**src/rtl/spi_arb_if.sv**
```systemverilog
// Requester and spi_phy byte-interface bundle for spi_arb.
// The slave modport is the arbiter's view; master is the environment's view.
interface spi_arb_if #(
    parameter int unsigned WIDTH = 8
);
    logic             i_req0, i_req1;
    logic             o_gnt0, o_gnt1;
    logic             i_wr0, i_wr1;
    logic [WIDTH-1:0] i_wdata0, i_wdata1;
    logic             o_bsy0, o_bsy1;
    logic             o_rdy0, o_rdy1;
    logic [WIDTH-1:0] o_rdata0, o_rdata1;
    logic             i_rd0, i_rd1;
    logic             o_wr;
    logic [WIDTH-1:0] o_wdata;
    logic             i_bsy;
    logic             i_rdy;
    logic [WIDTH-1:0] i_rdata;
    logic             o_rd;

    modport slave (
        input  i_req0, i_req1, i_wr0, i_wr1, i_wdata0, i_wdata1, i_rd0, i_rd1,
        input  i_bsy, i_rdy, i_rdata,
        output o_gnt0, o_gnt1, o_bsy0, o_bsy1, o_rdy0, o_rdy1, o_rdata0, o_rdata1,
        output o_wr, o_wdata, o_rd
    );

    modport master (
        output i_req0, i_req1, i_wr0, i_wr1, i_wdata0, i_wdata1, i_rd0, i_rd1,
        output i_bsy, i_rdy, i_rdata,
        input  o_gnt0, o_gnt1, o_bsy0, o_bsy1, o_rdy0, o_rdy1, o_rdata0, o_rdata1,
        input  o_wr, o_wdata, o_rd
    );
endinterface

```
**src/rtl/spi_arb.sv**
```systemverilog
// Two-requester arbiter for a shared spi_phy byte interface: alternating
// priority, drains the phy after release and enforces an idle gap between grants.
module spi_arb #(
    parameter int unsigned WIDTH = 8,
    parameter int unsigned GAP   = 4
) (
    input  logic     i_clk,
    input  logic     i_rst,
    spi_arb_if.slave bus
);
    localparam int unsigned CNT_W = 4;
    localparam logic [CNT_W-1:0] GAP_LOAD = CNT_W'(GAP - 1);

    typedef enum logic [2:0] {
        S_IDLE,
        S_GNT0,
        S_GNT1,
        S_DRAIN,
        S_GAPWAIT
    } state_e;

    state_e             state_q, state_d;
    logic               last_q, last_d;
    logic [CNT_W-1:0]   cnt_q, cnt_d;
    logic               gnt0_q, gnt0_d;
    logic               gnt1_q, gnt1_d;
    logic               drain_rd_q, drain_rd_d;

    // Next-state: arbitration, release, drain and gap countdown
    always_comb begin
        state_d = state_q;
        last_d  = last_q;
        cnt_d   = cnt_q;
        case (state_q)
            S_IDLE: begin
                if (bus.i_req0 && bus.i_req1) begin
                    state_d = last_q ? S_GNT0 : S_GNT1;
                end else if (bus.i_req0) begin
                    state_d = S_GNT0;
                end else if (bus.i_req1) begin
                    state_d = S_GNT1;
                end
            end
            S_GNT0: begin
                if (!bus.i_req0) begin
                    state_d = S_DRAIN;
                    last_d  = 1'b0;
                end
            end
            S_GNT1: begin
                if (!bus.i_req1) begin
                    state_d = S_DRAIN;
                    last_d  = 1'b1;
                end
            end
            S_DRAIN: begin
                if (!bus.i_bsy && !bus.i_rdy) begin
                    state_d = S_GAPWAIT;
                    cnt_d   = GAP_LOAD;
                end
            end
            S_GAPWAIT: begin
                if (cnt_q == '0) begin
                    state_d = S_IDLE;
                end else begin
                    cnt_d = cnt_q - CNT_W'(1);
                end
            end
            default: state_d = S_IDLE;
        endcase
        gnt0_d     = (state_d == S_GNT0);
        gnt1_d     = (state_d == S_GNT1);
        // Remembers a discard already issued for the byte currently on i_rdy
        drain_rd_d = (state_q == S_DRAIN) && bus.i_rdy;
    end

    always_ff @(posedge i_clk or posedge i_rst) begin
        if (i_rst) begin
            state_q    <= S_IDLE;
            last_q     <= 1'b1;
            cnt_q      <= '0;
            gnt0_q     <= 1'b0;
            gnt1_q     <= 1'b0;
            drain_rd_q <= 1'b0;
        end else begin
            state_q    <= state_d;
            last_q     <= last_d;
            cnt_q      <= cnt_d;
            gnt0_q     <= gnt0_d;
            gnt1_q     <= gnt1_d;
            drain_rd_q <= drain_rd_d;
        end
    end

    logic             wr_c, rd_c;
    logic [WIDTH-1:0] wdata_c;
    logic             bsy0_c, bsy1_c, rdy0_c, rdy1_c;

    // Phy passthrough to the owner; everyone else sees a busy, empty phy
    always_comb begin
        wr_c    = 1'b0;
        wdata_c = '0;
        rd_c    = (state_q == S_DRAIN) && bus.i_rdy && !drain_rd_q;
        bsy0_c  = 1'b1;
        bsy1_c  = 1'b1;
        rdy0_c  = 1'b0;
        rdy1_c  = 1'b0;
        case (state_q)
            S_GNT0: begin
                wr_c    = bus.i_wr0;
                wdata_c = bus.i_wdata0;
                rd_c    = bus.i_rd0;
                bsy0_c  = bus.i_bsy;
                rdy0_c  = bus.i_rdy;
            end
            S_GNT1: begin
                wr_c    = bus.i_wr1;
                wdata_c = bus.i_wdata1;
                rd_c    = bus.i_rd1;
                bsy1_c  = bus.i_bsy;
                rdy1_c  = bus.i_rdy;
            end
            default: ;
        endcase
    end

    assign bus.o_gnt0   = gnt0_q;
    assign bus.o_gnt1   = gnt1_q;
    assign bus.o_wr     = wr_c;
    assign bus.o_wdata  = wdata_c;
    assign bus.o_rd     = rd_c;
    assign bus.o_bsy0   = bsy0_c;
    assign bus.o_bsy1   = bsy1_c;
    assign bus.o_rdy0   = rdy0_c;
    assign bus.o_rdy1   = rdy1_c;
    assign bus.o_rdata0 = bus.i_rdata;
    assign bus.o_rdata1 = bus.i_rdata;
endmodule

```
**src/flat_wrapper.sv**
```systemverilog
// flat-port wrapper written by rule: the top's interface ports become plain ports
module spi_arb_flat 
#(
    parameter int unsigned WIDTH = 8,
    parameter int unsigned GAP   = 4
)
  (i_clk, i_rst, bus_i_req0, bus_i_req1, bus_i_wr0, bus_i_wr1, bus_i_wdata0, bus_i_wdata1, bus_i_rd0, bus_i_rd1, bus_i_bsy, bus_i_rdy, bus_i_rdata, bus_o_gnt0, bus_o_gnt1, bus_o_bsy0, bus_o_bsy1, bus_o_rdy0, bus_o_rdy1, bus_o_rdata0, bus_o_rdata1, bus_o_wr, bus_o_wdata, bus_o_rd);
  spi_arb_if #(.WIDTH(WIDTH)) bus_i ();
  input  logic i_clk;
  input  logic i_rst;
  input wire logic [$bits(bus_i.i_req0)-1:0] bus_i_req0;
  input wire logic [$bits(bus_i.i_req1)-1:0] bus_i_req1;
  input wire logic [$bits(bus_i.i_wr0)-1:0] bus_i_wr0;
  input wire logic [$bits(bus_i.i_wr1)-1:0] bus_i_wr1;
  input wire logic [$bits(bus_i.i_wdata0)-1:0] bus_i_wdata0;
  input wire logic [$bits(bus_i.i_wdata1)-1:0] bus_i_wdata1;
  input wire logic [$bits(bus_i.i_rd0)-1:0] bus_i_rd0;
  input wire logic [$bits(bus_i.i_rd1)-1:0] bus_i_rd1;
  input wire logic [$bits(bus_i.i_bsy)-1:0] bus_i_bsy;
  input wire logic [$bits(bus_i.i_rdy)-1:0] bus_i_rdy;
  input wire logic [$bits(bus_i.i_rdata)-1:0] bus_i_rdata;
  output wire logic [$bits(bus_i.o_gnt0)-1:0] bus_o_gnt0;
  output wire logic [$bits(bus_i.o_gnt1)-1:0] bus_o_gnt1;
  output wire logic [$bits(bus_i.o_bsy0)-1:0] bus_o_bsy0;
  output wire logic [$bits(bus_i.o_bsy1)-1:0] bus_o_bsy1;
  output wire logic [$bits(bus_i.o_rdy0)-1:0] bus_o_rdy0;
  output wire logic [$bits(bus_i.o_rdy1)-1:0] bus_o_rdy1;
  output wire logic [$bits(bus_i.o_rdata0)-1:0] bus_o_rdata0;
  output wire logic [$bits(bus_i.o_rdata1)-1:0] bus_o_rdata1;
  output wire logic [$bits(bus_i.o_wr)-1:0] bus_o_wr;
  output wire logic [$bits(bus_i.o_wdata)-1:0] bus_o_wdata;
  output wire logic [$bits(bus_i.o_rd)-1:0] bus_o_rd;
  assign bus_i.i_req0 = bus_i_req0;
  assign bus_i.i_req1 = bus_i_req1;
  assign bus_i.i_wr0 = bus_i_wr0;
  assign bus_i.i_wr1 = bus_i_wr1;
  assign bus_i.i_wdata0 = bus_i_wdata0;
  assign bus_i.i_wdata1 = bus_i_wdata1;
  assign bus_i.i_rd0 = bus_i_rd0;
  assign bus_i.i_rd1 = bus_i_rd1;
  assign bus_i.i_bsy = bus_i_bsy;
  assign bus_i.i_rdy = bus_i_rdy;
  assign bus_i.i_rdata = bus_i_rdata;
  assign bus_o_gnt0 = bus_i.o_gnt0;
  assign bus_o_gnt1 = bus_i.o_gnt1;
  assign bus_o_bsy0 = bus_i.o_bsy0;
  assign bus_o_bsy1 = bus_i.o_bsy1;
  assign bus_o_rdy0 = bus_i.o_rdy0;
  assign bus_o_rdy1 = bus_i.o_rdy1;
  assign bus_o_rdata0 = bus_i.o_rdata0;
  assign bus_o_rdata1 = bus_i.o_rdata1;
  assign bus_o_wr = bus_i.o_wr;
  assign bus_o_wdata = bus_i.o_wdata;
  assign bus_o_rd = bus_i.o_rd;
  spi_arb #(.WIDTH(WIDTH), .GAP(GAP)) u_core (.i_clk(i_clk), .i_rst(i_rst), .bus(bus_i));
endmodule
```
**config.mk**
```make
export PLATFORM = sky130hd
export DESIGN_NAME = spi_arb_flat
export DESIGN_NICKNAME = d
export VERILOG_FILES = /design/src/rtl/spi_arb_if.sv /design/src/rtl/spi_arb.sv /design/src/flat_wrapper.sv
export SDC_FILE = /design/constraint.sdc
export NUM_CORES = 1
export LEC_CHECK = 0
export ABC_AREA = 1
export BUFFER_PORTS_ARGS = -buffer_cell sky130_fd_sc_hd__buf_2
export CAP_MARGIN = 20
export CORE_MARGIN = 1
export CORE_UTILIZATION = 25
export CTS_CLUSTER_DIAMETER = 30
export DETAILED_ROUTE_END_ITERATION = 7
export PLACE_DENSITY = 0.63
export SYNTH_ARGS = -nofsm -noshare
export SYNTH_HDL_FRONTEND = slang
export SYNTH_SLANG_ARGS = --single-unit
export TNS_END_PERCENT = 50
```
**constraint.sdc**
```tcl
create_clock -name i_clk -period 2.92 [get_ports i_clk]
set_clock_uncertainty 0.1 [all_clocks]
set_input_delay 0 -clock i_clk [delete_from_list [all_inputs] [get_ports i_clk]]
set_output_delay 0 -clock i_clk [all_outputs]
set_load 0.02 [all_outputs]
```
# Word level (Yosys, flattened, before mapping)
# Index checks and enable logic that the tools add are counted.
# totals
ff_bits,11
latch_bits,0
ramBits,0
romBits,0
out_inout_bits,32
memories,0
# op_classes
addsub,1
mul,0
n_div,0
magnitude_cmp,0
eq_ne,10
shift,0
n_mux,22
n_bitwise,0
n_reduce_logical,13
# op_table
op,count
$mux 3,7
$pmux 8 s2,1
$pmux 3 s5,1
$eq 3x2->1 const B,3
$mux 4,2
$pmux 4 s2,1
$eq 3x1->1 const B,2
$mux 1,6
$ne 2x2->1 const B,3
$pmux 1 s2,3
$reduce_and 3->1,2
$logic_and 1x1->1,4
$logic_not 4->1,1
$reduce_bool 2->1,2
$sub 4x1->4 const B,1
$eq 3x3->1 const B,1
$logic_not 1->1,3
$logic_not 3->1,1
$mux 2,1
$ne 2x1->1 const B,1

# Logic depth before layout (Yosys ltp)
# logic_depth
ltp_word,5
mapped_depth,7

# Worst setup path after synthesis
# No wires, ideal clock.
# synth_timing
path_type,register to register
start,reg u_core.cnt_q[0]
end,reg u_core.cnt_q[2]
arrival_time_ns,0.992
t_required_ns,2.693
slack_ns,1.701
path_stages_with_launch,8
path_buffers,0
period_less_slack_ns,1.219
cell_sequence,dfrtp_1 > inv_1 > ha_1 > nand3_1 > nand2_2 > nand2_4 > nand2_1 > o21ai_0
# synth_between
elab_chain_cells,3
# synth_lines
element,line,rtl
from (decl),spi_arb.sv:24,"logic [CNT_W-1:0] cnt_q, cnt_d;"
from (signal assigned),spi_arb.sv:88,cnt_q <= cnt_d;
$sub 4x1->4 or $logic_not 4->1 (tied branches),"spi_arb.sv:66, spi_arb.sv:63",
$mux 4 or $ne 2x2->1 (tied branches),-,
$pmux 4 s2 or $reduce_and 3->1 (tied branches),-,
# Parallel ways exist; a longest one is shown, timed or not. The select of a mux whose other input is x is not followed.
# A chain may end at the register's enable or synchronous reset.

# Final worst setup path
# layout_timing
start,reg u_core.state_q[2]
end,out bus_o_rd
# layout_between
elab_chain_cells,4
# layout_lines
element,line,rtl
from (decl),spi_arb.sv:22,"state_e state_q, state_d;"
from (signal assigned),spi_arb.sv:86,state_q <= state_d;
$eq 3x2->1,spi_arb.sv:103,rd_c = (state_q == S_DRAIN) && bus.i_rdy && !drain_rd_q;
$logic_and 1x1->1 (2 in series),spi_arb.sv:103,
$pmux 1 s2 (*),spi_arb.sv:108,case (state_q)
to (decl),flat_wrapper.sv:32,output wire logic [$bits(bus_i.o_rd)-1:0] bus_o_rd;
# Mark *: on every way between the ends. The rest lies on a longest branch, timed or not.

==> results.yml <==
global_routing:
  grt_pass1_wl_um: 2950
  grtUsageTotal_pct: 10.5
  gr-total-overflow: 0
  grt_max_degree: 13
  busiest_layer: "met2"
  use_met1_pct: 12.9
  met2_usage_pct: 17.2
  antenna_found_initial: 0
  grt_pass1_vias: 722
  met3_usage_pct: 4.76
die:
  die_y_um: 61.9
  core_area_mm2: 0.00339
  io_pins: 66
  std_cell_rows: 21
  die_width_um: 61.9
  die-area_mm2: 0.00384
  initial_utilization_pct: 26.5
routing:
  drc_errors: 0
  drt_wl_total_um: 1880
  drt_first_pass_iters: 4
  vias_per_cell: 4.28
  vias: 890
  final_antenna_net_count: 0
  wl_per_cell_um: 9.04
  drtIter0Drc: 37
timing:
  fin_crit_sh_pct: 54.5
  maxSlewViolCount: 0
  rsz0062_at_grt: "false"
  slew_headroom_pct: 71.3
  fmax_mhz: 629
  worst_slack_ns: 1.33
  period_minus_slack_ns: 1.59
  fin_tns_setup_ns: 0
  setup-violations-final: 0
  worst_pin_slew_ns: 0.430
  hold_viol: 0
clock_network:
  cts_buffer_depth: 2
  numCtsBuffers: 3
  cts_resized: 0
  cts.sinks: 11
  clk_pin_slew_ns: 0.07
  clock_latency_ns: 0.27
  h-tree-depth: 1
  cts_setup_buffers: 0
  cts_tree: "done"
  ctsHoldBuffers: 11
  root_buffer: "clkbuf_4"
power:
  p_int_uw: 496
  power_frac_comb_pct: 65.4
  seqPwrFrac_pct: 24.6
  p_leak_uw: 0.000648
  power_switching_uw: 518
  clock_power_share_pct: 10.0
  p_sw_share_pct: 51.0
  p_total_uw: 1010
  pwr_density_cell_mw_per_mm2: 878
  vdd_drop_max_v: 0.000305
synth:
  synth_xor_area_share_pct: 0
  postSynth.asyncResetShare_pct: 100
  synthMuxAreaShare_pct: 0
  synthesis.instances: 124
  synth-main-ff-cell: "dfrtp_1"
  syn_nets: 159
  synthSimpleGateAreaFrac_pct: 31.6
  ys_types: 19
  synth_area_um2: 898
  seq_area_frac_synth_pct: 30.8
  synth_warnings: 0
  synthTopCellsByArea: "dfrtp_1 28%, buf_4 13%, nand2_1 10%"
  synthAdderAreaFrac_pct: 1.39
  synth.avg_cell_area_um2: 7.24
  synth_enable_flop_cells: 0
  synth-seq-cells: 11
  synth_top_family_by_area: "simple AND/OR/NAND/NOR gates"
  synth_top_area_cell: "dfrtp_1"
  synth_compound_area_share_pct: 12.4
  synth_top_area_share_pct: 27.9
  yosysMostFrequentCell: "nand2_1"
  synth_commonest_cells: "25 x nand2_1, 16 x buf_4, 13 x inv_1, 13 x nand3_1, 13 x nor2_1"
worst_setup_path:
  timing.rr.end: "u_core.cnt_q[1]$_DFFE_PP0P_"
  critPathKind: "flop to primary output"
  end_kind: "primary output"
  setup.worst_path.start_class: "flop"
  reg2reg_depth: 7
  arrival_ns: 1.49
  reg2reg_slack_ns: 1.58
  critPathMaxFanout: 11
  rr_startpoint: "u_core.cnt_q[0]$_DFFE_PP0P_"
  required_ns: 2.82
final_layout:
  layout-drive-gt1-share_pct: 35.8
  areaGrowthSynthToFinish_pct: 28.6
  fin_util_pct: 34.1
  fin_cells: 208
  layout.nets: 198
  antenna_cells: 0
placed_design:
  dp_slack_ns: 1.61
  port_buffers: 41
  dp.final_hpwl_um: 1470
  routabilityCongestion: 0.851
  placed_cells: 193
flow_run:
  maxCapViolations: 0
run_status:
  status: "complete, no violations"
min_path:
  hold_class: "input port to flop"
  hp-start: "bus_i_bsy"
  worstHoldEndpoint: "u_core.state_q[2]$_DFF_PP0_"
  hold_depth: 4
[worst max-delay path by stage]
stage	from	end	slack, ns	cells after the start
after floorplan	u_core.cnt_q[0]$_DFFE_PP0P_	u_core.cnt_q[2]$_DFFE_PP0P_	1.70	7
after global placement	u_core.state_q[1]$_DFF_PP0_	bus_o_rd	1.61	6
after detailed placement	u_core.cnt_q[0]$_DFFE_PP0P_	u_core.cnt_q[2]$_DFFE_PP0P_	1.61	7
after CTS	u_core.state_q[2]$_DFF_PP0_	bus_o_rd	1.30	6
after global routing	u_core.state_q[1]$_DFF_PP0_	bus_o_wdata[4]	1.20	5
final	u_core.state_q[2]$_DFF_PP0_	bus_o_rd	1.33	6
[per-layer routing]
layer	part of all wire (%)	routed length, µm
met1	46	873
met5	0	0
met4	0.43	8
met2	43	815
met3	9.8	184
[power by group through the flow]
stage | Clock [µW] | Sequential, µW | Combinational (µW)
floorplan | 0 | 260 | 521
global placement | 0 | 253 | 640
detailed placement | 0 | 252 | 638
CTS | 109 | 250 | 669
global route | 115 | 257 | 752
finish | 102 | 249 | 663
[cells by family after synthesis]
kind of cell	Yosys count
buffers and inverters	37
AND/OR/NAND/NOR	60
adder cells (fa/ha/maj)	1
flip-flops	11
AO/OA/AOI/OAI	15
[registers in the layout, indices dropped and copies added (netlist names)]
register,count
u_core.cnt_q,4
u_core.state_q,3
u_core.bus.o_gnt0,1
u_core.bus.o_gnt1,1
u_core.drain_rd_q,1
u_core.last_q,1
[stage by stage]
stage	cell area [µm²]	hold slack, ns
2_1_floorplan	898	-0.248
3_3_place_gp	1020	-0.0998
3_5_place_dp	1020	-0.0998
4_1_cts	1150	0.0165
5_1_grt	1150	0.0624
6_report	1150	0.0242
[cells in the final DEF (no fill, tap or decap)]
| cell | n |
|---|---|
| dfrtp_1 | 10 |
| nand2_1 | 25 |
| inv_1 | 13 |
| a21oi_1 | 2 |
| inv_2 | 6 |
| o211ai_1 | 1 |
| o21ai_0 | 3 |
| ha_1 | 1 |
| nand3_1 | 13 |
| nor2_1 | 13 |
| nand2_4 | 1 |
| dlygate4sd3_1 | 11 |
| nand4_1 | 2 |
| nand3_2 | 4 |
| clkbuf_4 | 3 |
| nand2_2 | 1 |
| a22o_1 | 9 |
| clkbuf_1 | 1 |
| dfstp_2 | 1 |
| nor2_2 | 1 |
| buf_2 | 41 |
[worst max-delay path: stages (launching register included)]
cell and delay [ns]:
dfrtp_1 0.43, inv_2 0.11, nand3_2 0.14, inv_2 0.19, nand2_1 0.07, o211ai_1 0.09
buf_2 0.19
[final cells by class]
cell class	instances	area, µm²
multi-input cells	76	408
repair buffers	52	315
inverters	19	71.3
flip-flops and latches	11	277
fillers	348	2230
clock buffers	4	26.3
well taps	46	57.6
(Power assumes the default switching activity.)
